<file path="src/rtl/link_tx_sched.sv">
`timescale 1ns/1ps
// Round-robin scheduler and serializer: one frame-sync pulse followed by 16 data bits,
// MSB first, for each granted requester word on a shared serial link.
module link_tx_sched #(
   parameter int N_REQ = 4,
   parameter int IDW   = 2,
   parameter int GAP   = 1
) (
   input  logic                  i_clk,
   input  logic                  i_rst,
   input  logic                  i_en,
   input  logic [N_REQ-1:0]      i_req_vld,
   input  logic [16*N_REQ-1:0]   i_req_data,
   output logic [N_REQ-1:0]      o_req_ack,
   output logic                  o_fs,
   output logic                  o_d,
   output logic                  o_busy,
   output logic [IDW-1:0]        o_grant
);

   typedef enum logic [1:0] {ST_IDLE, ST_SYNC, ST_SHIFT, ST_GAP} state_t;

   state_t           state, state_nxt;
   logic [IDW-1:0]   ptr, ptr_nxt;
   logic [15:0]      sh, sh_nxt;
   logic [3:0]       bit_cnt, bit_cnt_nxt;
   logic [3:0]       gap_cnt, gap_cnt_nxt;
   logic             fs_nxt, d_nxt, busy_nxt;
   logic [N_REQ-1:0] ack_nxt;
   logic [IDW-1:0]   grant_nxt;

   logic [15:0]      words [N_REQ];
   logic [IDW-1:0]   win;
   logic             found;

   for (genvar k = 0; k < N_REQ; k++) begin : g_words
      assign words[k] = i_req_data[16*k +: 16];
   end

   function automatic logic [IDW-1:0] rr_idx(input logic [IDW-1:0] base, input int offs);
      return IDW'((int'(base) + offs) % N_REQ);
   endfunction

   // Search starts just after the last winner, so the previous winner has lowest priority.
   always_comb begin
      found = 1'b0;
      win   = '0;
      for (int i = 1; i <= N_REQ; i++) begin
         if (!found && i_req_vld[rr_idx(ptr, i)]) begin
            found = 1'b1;
            win   = rr_idx(ptr, i);
         end
      end
   end

   always_comb begin
      // NOTE: every signal gets a default before the case so no path can infer a latch.
      state_nxt   = state;
      ptr_nxt     = ptr;
      sh_nxt      = sh;
      bit_cnt_nxt = bit_cnt;
      gap_cnt_nxt = gap_cnt;
      grant_nxt   = o_grant;
      fs_nxt      = 1'b0;
      d_nxt       = 1'b0;
      ack_nxt     = '0;
      case (state)
         ST_IDLE: begin
            if (i_en && found) begin
               state_nxt = ST_SYNC;
               sh_nxt    = words[win];
               ptr_nxt   = win;
               grant_nxt = win;
               fs_nxt    = 1'b1;
               ack_nxt   = N_REQ'(1) << win;
            end
         end
         ST_SYNC: begin
            state_nxt   = ST_SHIFT;
            bit_cnt_nxt = '0;
            d_nxt       = sh[15];
            sh_nxt      = {sh[14:0], 1'b0};
         end
         ST_SHIFT: begin
            if (bit_cnt == 4'd15) begin
               bit_cnt_nxt = '0;
               gap_cnt_nxt = '0;
               state_nxt   = (GAP > 0) ? ST_GAP : ST_IDLE;
            end else begin
               bit_cnt_nxt = bit_cnt + 4'd1;
               d_nxt       = sh[15];
               sh_nxt      = {sh[14:0], 1'b0};
            end
         end
         ST_GAP: begin
            if (gap_cnt == 4'(GAP - 1)) begin
               gap_cnt_nxt = '0;
               state_nxt   = ST_IDLE;
            end else begin
               gap_cnt_nxt = gap_cnt + 4'd1;
            end
         end
         default: state_nxt = ST_IDLE;
      endcase
      busy_nxt = (state_nxt != ST_IDLE);
   end

   // Outputs are registered from the next-state values so they line up with the state they describe.
   always_ff @(posedge i_clk) begin
      // NOTE: non-blocking assignments so every register samples pre-edge values.
      if (i_rst) begin
         state     <= ST_IDLE;
         ptr       <= IDW'(N_REQ - 1);
         sh        <= '0;
         bit_cnt   <= '0;
         gap_cnt   <= '0;
         o_fs      <= 1'b0;
         o_d       <= 1'b0;
         o_busy    <= 1'b0;
         o_req_ack <= '0;
         o_grant   <= '0;
      end else begin
         state     <= state_nxt;
         ptr       <= ptr_nxt;
         sh        <= sh_nxt;
         bit_cnt   <= bit_cnt_nxt;
         gap_cnt   <= gap_cnt_nxt;
         o_fs      <= fs_nxt;
         o_d       <= d_nxt;
         o_busy    <= busy_nxt;
         o_req_ack <= ack_nxt;
         o_grant   <= grant_nxt;
      end
   end

endmodule

</file>
<file path="config.mk">
export PLATFORM = sky130hd
export DESIGN_NAME = link_tx_sched
export DESIGN_NICKNAME = d
export VERILOG_FILES = /design/src/rtl/link_tx_sched.sv
export SDC_FILE = /design/constraint.sdc
export NUM_CORES = 1
export LEC_CHECK = 0
export ABC_AREA = 1
export CAP_MARGIN = 20
export CORE_MARGIN = 2
export CORE_UTILIZATION = 47
export DETAILED_ROUTE_END_ITERATION = 16
export PLACE_DENSITY = 0.88
export SYNTH_ARGS = -nofsm -noshare
export SYNTH_HDL_FRONTEND = slang
export SYNTH_SLANG_ARGS = --single-unit
</file>
<file path="constraint.sdc">
create_clock -name i_clk -period 2.39 [get_ports i_clk]
set_input_delay 0.478 -clock i_clk [delete_from_list [all_inputs] [get_ports i_clk]]
set_output_delay 0.478 -clock i_clk [all_outputs]
set_load 0.02 [all_outputs]
</file>
==> flow_summary.ini, run 1 <==
[outcome]
status = finished clean

[power]
p_leak_nw = 1.55
pwr_density_cell_nw_per_um2 = 1270
peakVddDrop_mv = 1.25

[hold_path]
hold_path_end = o_grant[1]$_SDFFE_PP0P_
hold_path_depth = 2
hp-start = o_grant[1]$_SDFFE_PP0P_
hp-class = reg2reg

[cts]
hold_buffers = 0
clock_sinks = 37
cts_buffers = 5
cts_tree = yes
clkLatencyLatePin_ps = 290
htree_levels = 2
root_buffer = clkbuf_8
clockBufferDepth = 2
postCtsSetupBuffers = 0
clk_pin_slew_ps = 70

[critical_path]
rr_worst_depth = 15
cp.required_ps = 2580
crit_arrival_ps = 2400
r2r-end = sh[15]$_SDFFE_PP0P_
worst_setup_path_start_kind = primary input
critPathKind = in2reg
rr_startpoint = ptr[0]$_SDFFE_PP1P_
worst-r2r-setup-slack_ps = 210
cp_max_fo = 21
end_kind = register

[synthesis]
syn_area_um2 = 2470
synthCells = 380
synth_top_family_by_area = simple AND/OR/NAND/NOR gates
synth_ff_type = dfxtp_1
syn_nets = 459
async_flop_share_pct = 0
synth_warnings = 0
ys_ff_latch = 37
synth-compound-area-share_pct = 14.1
ys_seq_area_share_pct = 30.0
synth_xor_area_share_pct = 0.709
synth_cell_types = 29
avgSynthCellArea_um2 = 6.50
synthMuxAreaShare_pct = 0
synthAdderAreaFrac_pct = 4.05
synth_edf_count = 0
yosys.area_share.simple_pct = 39.8

[placement]
io_buffers = 79
dp_hpwl_um = 5290
place.gp.congestion = 0.952
place_ws_ps = -150

[floorplan]
ios = 80
initial_core_util_pct = 48.7
rows = 26
die_h_um = 76.5
core-area_um2 = 5070
dieArea_um2 = 5850
die_x_um = 76.5

[final_layout]
area_delta_synth_final_pct = 40.9
nFillCells = 445
layout.nets = 541
antenna_cells = 0
drive_gt1_share_pct = 10.2
final_util_pct = 68.6

[timing]
period_share_pct = 92.4
clock-skew-final_ps = 6.76
fmax_ghz = 0.453
hold_viol = 0
rsz0062_at_grt = false
max_slew.worst_pin.slew_ps = 467
relSlewSlack_pct = 68.6
setup_violations = 0
maxSlewViolCount = 0
period_needed_ps = 2210
fin_ws_ps = 182

[global_routing]
antenna_found_initial = 0
grt.total_usage_pct = 23.7
grt_pass1_vias = 2684
gr-total-overflow = 0
grt_max_degree = 37
grt_first_pass_wirelength_um = 11300

[routing]
routed_wl_um = 6890
dr.pass1.iters = 5
drt_iter0_markers = 143
viasPerCell = 5.37
ant_nets = 0
drc = 0
wl_per_cell_um = 12.9
vias = 2860

[flow_run]
cap_violations = 0
## kinds of logic after synthesis
family	after synthesis
DFF	37
adders and majority gates	8
AOI/OAI and AO/OA	66
buffers and inverters	57
xor gates and xnor gates	2
and+or+nand+nor	210
## Yosys cell counts (2+ instances only)
master / number / area, µm²
nand4_1: 2 / 12.5
nand2_1: 81 / 304
buf_6: 4 / 45.0
inv_2: 3 / 11.3
nand3_2: 2 / 20.0
nand2_2: 10 / 62.6
dfxtp_1: 37 / 741
o21ai_0: 16 / 80.1
buf_4: 5 / 37.5
nand3_1: 89 / 445
xor2_1: 2 / 17.5
clkbuf_1: 3 / 11.3
nand3b_1: 2 / 15.0
nor2_1: 18 / 67.6
ha_1: 8 / 100
inv_1: 31 / 116
nand2_4: 3 / 33.8
o21ai_1: 9 / 45.0
buf_2: 8 / 40.0
nor3_1: 2 / 10.0
a21oi_1: 37 / 185
## critical path: stages
cell and delay, ps:
clkdlybuf4s50_1 430, inv_1 60, nand2_1 60, nand3_1 130
nand2_1 100, nor2_4 120, buf_4 110, nand3_2 80
nand2_2 150, buf_4 250, nand3b_1 110, nand3_1 90
nand3_1 110, nand2_1 80, nand2_1 40
## sequential cells by signal (all words and copies together), names as in the netlist
register   flops
o_grant        2
o_fs           1
bit_cnt        4
o_busy         1
ptr            2
o_req_ack      4
sh            16
gap_cnt        4
o_d            1
state          2
## worst max path at each step
| stage | from | endpoint | slack, ps | cells after the start |
|---|---|---|---|---|
| after floorplan | i_req_vld[3] | sh[6]$_SDFFE_PP0P_ | 650 | 13 |
| after global placement | i_req_vld[0] | sh[10]$_SDFFE_PP0P_ | -90 | 12 |
| after detailed placement | i_req_vld[3] | sh[10]$_SDFFE_PP0P_ | -150 | 12 |
| after CTS | i_req_vld[3] | sh[12]$_SDFFE_PP0P_ | 90 | 12 |
| after global routing | i_req_vld[3] | sh[3]$_SDFFE_PP0P_ | 8 | 14 |
| final | i_req_vld[3] | sh[15]$_SDFFE_PP0P_ | 180 | 15 |
## metal layers
metal  part of all wire (%)  track usage (%)  up-vias  routed length, µm
met4                    2.2             9.82        0                151
met1                     41             26.3     1290               2810
met2                     49             43.2      119               3400
met3                    7.7             5.45       15                528
met5                      0                0        -                  0
li1                       -                -     1436                  -
## through the flow
step / instances / area [µm²] / setup TNS (ps) / hold WS, ps / power (W)
floorplan: 380 / 2470 / 0 / 442 / 0.00308
global placement: 525 / 3350 / -1030 / 435 / 0.00370
detailed placement: 525 / 3350 / -2030 / 450 / 0.00378
CTS: 533 / 3460 / 0 / 465 / 0.00435
global route: 533 / 3480 / 0 / 506 / 0.00481
finish: 533 / 3480 / 0 / 460 / 0.00442
## where the power goes
part	switching (W)	internal, W	leakage (nW)
Clock	0.000209	0.000340	0.0585
Sequential	0.000146	0.000827	0.304
Combinational	0.00176	0.00113	1.19
Total	0.00212	0.00230	1.55
## placed cells by master (no fill, tap or decap), drive strengths merged
cell and n:
bufinv 1, nand3 91, o21ai 26, buf 16
nand3b 2, clkinv 1, xor2 2, nor2 19
nor3 2, ha 8, clkbuf 7, nand2 94
a21oi 38, clkdlybuf4s50 79, inv 36, o22ai 1
dfxtp 37, nand4 2, o211ai 1
## timing repair
item                       CTS  global route
hold endpoints to repair     0             0
resized for setup            0             3
setup endpoints to repair    0             9
## area by class of cell
cell class	count	area [µm²]	share of cell area (%)
multi-input combinational	286	1470	42.1
timing repair buffer	95	923	26.5
sequential	37	742	21.3
inverter	37	146	4.21
tap	70	87.6	2.52
clock buffer	7	86.3	2.48
clock inverter	1	30.0	0.863
Note: power is estimated with default switching activity, not from simulation.
==> run 2: changes to the inputs <==
--- a/config.mk
+++ b/config.mk
@@ -5,12 +5,12 @@
 export SDC_FILE = /design/constraint.sdc
 export NUM_CORES = 1
 export LEC_CHECK = 0
-export ABC_AREA = 1
 export CAP_MARGIN = 20
 export CORE_MARGIN = 2
-export CORE_UTILIZATION = 47
+export CORE_UTILIZATION = 45
 export DETAILED_ROUTE_END_ITERATION = 16
-export PLACE_DENSITY = 0.88
+export MAX_ROUTING_LAYER = met4
+export PLACE_DENSITY = 0.87
 export SYNTH_ARGS = -nofsm -noshare
 export SYNTH_HDL_FRONTEND = slang
 export SYNTH_SLANG_ARGS = --single-unit
==> flow_summary.ini, run 2 <==
[floorplan]
die_h_um = 75.5
rows = 26
initial_core_util_pct = 45.9
dieArea_um2 = 5700
ios = 80
core-area_um2 = 5010
die_x_um = 75.5

[synthesis]
syn_area_um2 = 2300
synthTopCellsByCount = dfxtp_1, nor2_1, mux2i_1, a21oi_1
async_flop_share_pct = 0
synthCells = 249
ys_ff_latch = 37
synth_ff_type = dfxtp_1
synth_warnings = 0
synth_top_cells_by_area = dfxtp_1, mux2i_1, a211oi_2, a21oi_1, nor2_1
synth_edf_count = 0
ys_seq_area_share_pct = 32.2
yosysTopAreaCellShare_pct = 32.2
syn_nets = 328
synth_cell_types = 41
avgSynthCellArea_um2 = 9.23
synth_top_cell_by_area = dfxtp_1

[hold_path]
hold_path_end = bit_cnt[1]$_SDFFE_PP0N_
hp-start = bit_cnt[1]$_SDFFE_PP0N_
hp-class = reg2reg
hold_path_depth = 2

[final_layout]
layout_commonest_cell = clkdlybuf4s50_1
largest_reg_flops = 16
area_delta_synth_final_pct = 44.2
drive_gt1_share_pct = 12.1
antenna_cells = 0
mostFrequentLayoutCells = clkdlybuf4s50_1, nor2_1, dfxtp_1, mux2i_1, a21oi_1
layout.nets = 409
regMostFlops = sh
finalNonFillerCells = 401
final_util_pct = 66.2
nFillCells = 419

[critical_path]
r2r-end = sh[15]$_SDFFE_PP0P_
worst_setup_path_start_kind = primary input
end_kind = register
crit_start = i_req_vld[1]
rr_startpoint = state[0]$_SDFF_PP0_
cp_max_fo = 31
crit_arrival_ps = 2470
critPathKind = in2reg
cp.required_ps = 2590
worst-r2r-setup-slack_ps = 340
rr_worst_depth = 5

[placement]
place_inst = 393
place.gp.congestion = 0.774
dp_hpwl_um = 4360
io_buffers = 79

[cts]
clk_pin_slew_ps = 80
cts_tree = yes
clockBufferDepth = 2
cts_buffers = 5
root_buffer = clkbuf_8
hold_buffers = 0
htree_levels = 2
clock_sinks = 37
clkLatencyLatePin_ps = 290

[routing]
vias = 2154
ant_nets = 0
viasPerCell = 5.37
wl_per_cell_um = 15.2
drc = 0
dr.pass1.iters = 4
drt_iter0_markers = 91
routed_wl_um = 6080

[global_routing]
grt.total_usage_pct = 21.5
grt_first_pass_wirelength_um = 9110
antenna_found_initial = 0
grt_max_degree = 32
gr-total-overflow = 0
grt_pass1_vias = 2063

[outcome]
status = finished clean

[timing]
setup_violations = 0
rsz0062_at_grt = false
maxSlewViolCount = 0
hold_viol = 0
relSlewSlack_pct = 52.6
hold_slack_ps = 494
max_slew.worst_pin.slew_ps = 711
period_share_pct = 94.9
clock-skew-final_ps = 7.78
fmax_ghz = 0.441
period_needed_ps = 2270

[power]
p_leak_nw = 1.35
pwr_density_cell_nw_per_um2 = 670
peakVddDrop_mv = 0.546

[flow_run]
cap_violations = 0
[run 2: how the worst max path moves through the flow]
stage,slack (ps),cells after the start,to
after floorplan,630,8,sh[10]$_SDFFE_PP0P_
after global placement,-100,8,sh[15]$_SDFFE_PP0P_
after detailed placement,-180,8,sh[7]$_SDFFE_PP0P_
after CTS,100,6,sh[4]$_SDFFE_PP0P_
after global routing,50,8,sh[1]$_SDFFE_PP0P_
final,120,8,sh[1]$_SDFFE_PP0P_
[run 2: logic make-up after synthesis]
| logic type | Yosys count | share of synthesized area [%] |
|---|---|---|
| DFF | 37 | 32.2 |
| muxes | 34 | 14.9 |
| adders and majority gates | 8 | 4.36 |
| buffers and inverters | 23 | 6.97 |
| AOI/OAI and AO/OA | 78 | 27.6 |
| and+or+nand+nor | 69 | 14.0 |
[run 2: what timing repair did]
| action | 4_1_cts | 5_1_grt |
|---|---|---|
| resized for setup | 0 | 1 |
| setup buffers | 0 | 0 |
| endpoints found under the setup margin | 0 | 4 |
[run 2: area by class of cell]
type / count / area, µm² / area share [%]
clock buffer: 5 / 68.8 / 2.08
clock inverter: 3 / 65.1 / 1.96
inverter: 7 / 26.3 / 0.793
multi-input combinational: 189 / 1420 / 42.7
sequential: 37 / 741 / 22.3
tap: 70 / 87.6 / 2.64
timing repair buffer: 90 / 911 / 27.5
[run 2: power breakdown]
| part | switching (W) | internal, W |
|---|---|---|
| clock | 0.000223 | 0.000415 |
| sequential | 0.0000468 | 0.000697 |
| combinational | 0.000418 | 0.000423 |
[run 2: layer usage]
| metal | wire length, µm | vias to the layer above | track usage, % | share of wire (%) |
|---|---|---|---|---|
| met2 | 2820 | 85 | 37.1 | 46 |
| met4 | 99 | 0 | 6.63 | 1.6 |
| li1 | - | 1070 | - | - |
| met5 | 0 | - | - | 0 |
| met1 | 2600 | 988 | 23.9 | 43 |
| met3 | 567 | 11 | 6.08 | 9.3 |
[run 2: through the flow]
| step | total power [W] | cell area [µm²] | worst slack (ps) | setup TNS [ps] |
|---|---|---|---|---|
| 2_1_floorplan | 0.00134 | 2300 | 630 | 0 |
| 3_3_place_gp | 0.00156 | 3170 | -95.2 | -1130 |
| 3_5_place_dp | 0.00158 | 3170 | -185 | -2300 |
| 4_1_cts | 0.00222 | 3300 | 98.5 | 0 |
| 5_1_grt | 0.00234 | 3310 | 45.7 | 0 |
| 6_report | 0.00222 | 3310 | 121 | 0 |
[run 2: worst max-delay path, stage by stage]
cell,delay (ps)
clkdlybuf4s50_1,560
or2b_1,250
a21boi_1,290
nor3_4,110
buf_12,200
mux2i_1,130
o22a_1,230
a211oi_2,200
==> run 3: changes to the inputs <==
--- a/config.mk
+++ b/config.mk
@@ -6,7 +6,6 @@
 export NUM_CORES = 1
 export LEC_CHECK = 0
 export CAP_MARGIN = 20
-export CORE_MARGIN = 2
 export CORE_UTILIZATION = 45
 export DETAILED_ROUTE_END_ITERATION = 16
 export MAX_ROUTING_LAYER = met4
==> flow_summary.ini, run 3 (synthesis gave the netlist of run 2 again) <==
[routing]
viasPerCell = 5.42
routed_wl_um = 5740
dr.pass1.iters = 4
drt_iter0_markers = 89
vias = 2167
wl_per_cell_um = 14.3
ant_nets = 0
drc = 0

[final_layout]
drive_gt1_share_pct = 12.6
layout.nets = 411
mostFrequentLayoutCells = clkdlybuf4s50_1, nor2_1, dfxtp_1, mux2i_1, a21oi_1
regMostFlops = sh
area_delta_synth_final_pct = 43.8
layout_commonest_cell = clkdlybuf4s50_1
largest_reg_flops = 16
finalNonFillerCells = 400
antenna_cells = 0

[critical_path]
rr_startpoint = state[0]$_SDFF_PP0_
r2r-end = sh[5]$_SDFFE_PP0P_
rr_worst_depth = 7
end_kind = register
cp-endpoint = sh[0]$_SDFFE_PP0P_
worst-r2r-setup-slack_ps = 430
cp.required_ps = 2600
worst_setup_path_start_kind = primary input
crit_arrival_ps = 2400
crit_start = i_req_vld[0]
cp_max_fo = 4
critPathKind = in2reg

[floorplan]
rows = 25
die_h_um = 73.5
initial_core_util_pct = 47.7
dieArea_um2 = 5400
die_x_um = 73.5
ios = 80
core-area_um2 = 4820

[global_routing]
grt_max_degree = 24
gr-total-overflow = 0
grt_pass1_vias = 2123
grt_first_pass_wirelength_um = 9090
antenna_found_initial = 0
grt.total_usage_pct = 22.6

[power]
peakVddDrop_mv = 0.349
comb_power_share_pct = 41.1
p_sw_w = 0.000682
swShare_pct = 32.8
pwr_density_cell_nw_per_um2 = 628
seqPwrFrac_pct = 35.7
p_leak_nw = 1.35
p_int_w = 0.00139
power_frac_clock_pct = 23.2

[timing]
period_share_pct = 91.9
rsz0062_at_grt = false
fin_ws_ps = 193
hold_viol = 0
maxSlewViolCount = 0
clock-skew-final_ps = 6.22
relSlewSlack_pct = 54.6
fmax_ghz = 0.455
max_slew.worst_pin.slew_ps = 682
setup_violations = 0
period_needed_ps = 2200

[placement]
dp_hpwl_um = 4450
place.gp.congestion = 0.807
io_buffers = 79
place_inst = 392
place_ws_ps = -181

[cts]
htree_levels = 2
clockBufferDepth = 2
post_cts_resized = 0
clkLatencyLatePin_ps = 300
root_buffer = clkbuf_8
hold_buffers = 0
postCtsSetupBuffers = 0
cts_tree = yes
clock_sinks = 37
clk_pin_slew_ps = 70
cts_buffers = 5

[hold_path]
hp-class = reg2reg

[flow_run]
cap_violations = 0

[outcome]
status = finished clean
run 3: cell types whose count changed in the layout (fill, tap and decap cells not counted), sizes merged:
| cell | delta |
|---|---|
| buf | +2 |
| bufinv | -2 |
| clkbuf | +2 |
run 3: layer usage:
metal	track usage [%]	part of all wire, %	vias to the layer above
met1	25.9	43	1011
met5	-	0	-
met4	8.76	1.7	0
met3	5.76	9.1	10
li1	-	-	1072
met2	37.6	46	74
run 3: final cells by class:
class                      count  area [µm²]
timing repair buffer          92         938
clock buffer                   7        96.3
inverter                       7        26.3
fill                         378        1510
sequential                    37         741
multi-input combinational    189        1420
clock inverter                 1        5.00
tap                           67        83.8
run 3: worst min-delay path by stage:
stage	from	endpoint	slack, ps	cells after the start
finish	o_grant[1]$_SDFFE_PP0P_	o_grant[1]$_SDFFE_PP0P_	500	2
global route	bit_cnt[1]$_SDFFE_PP0N_	bit_cnt[1]$_SDFFE_PP0N_	520	2
CTS	o_grant[1]$_SDFFE_PP0P_	o_grant[1]$_SDFFE_PP0P_	500	2
detailed placement	sh[15]$_SDFFE_PP0P_	o_d$_SDFF_PP0_	480	2
global placement	bit_cnt[1]$_SDFFE_PP0N_	bit_cnt[1]$_SDFFE_PP0N_	470	2
floorplan	sh[15]$_SDFFE_PP0P_	o_d$_SDFF_PP0_	430	2
run 3: power by group through the flow:
stage               logic (W)  registers (W)  clock network (W)
global route         0.000925       0.000751           0.000508
finish               0.000853       0.000741           0.000482
floorplan            0.000578       0.000761                  0
CTS                  0.000853       0.000741           0.000492
global placement     0.000823       0.000753                  0
detailed placement   0.000851       0.000754                  0
run 3: through the flow:
step	total power [W]	hold slack [ps]	instance area, µm²	TNS [ps]	util, %
6_report	0.00208	496	3310	0	68.6
5_1_grt	0.00218	516	3310	0	68.6
4_1_cts	0.00209	502	3290	0	68.4
3_5_place_dp	0.00160	482	3190	-2550	66.3
3_3_place_gp	0.00158	470	3190	-1320	66.3
2_1_floorplan	0.00134	430	2300	0	-
run 3: worst max-delay path, cell delays in order:
cell	delay [ps]
clkdlybuf4s50_1	500
or2b_1	260
a21boi_1	290
nor3_4	120
buf_4	180
mux2i_1	110
mux2_2	270
o41ai_2	190
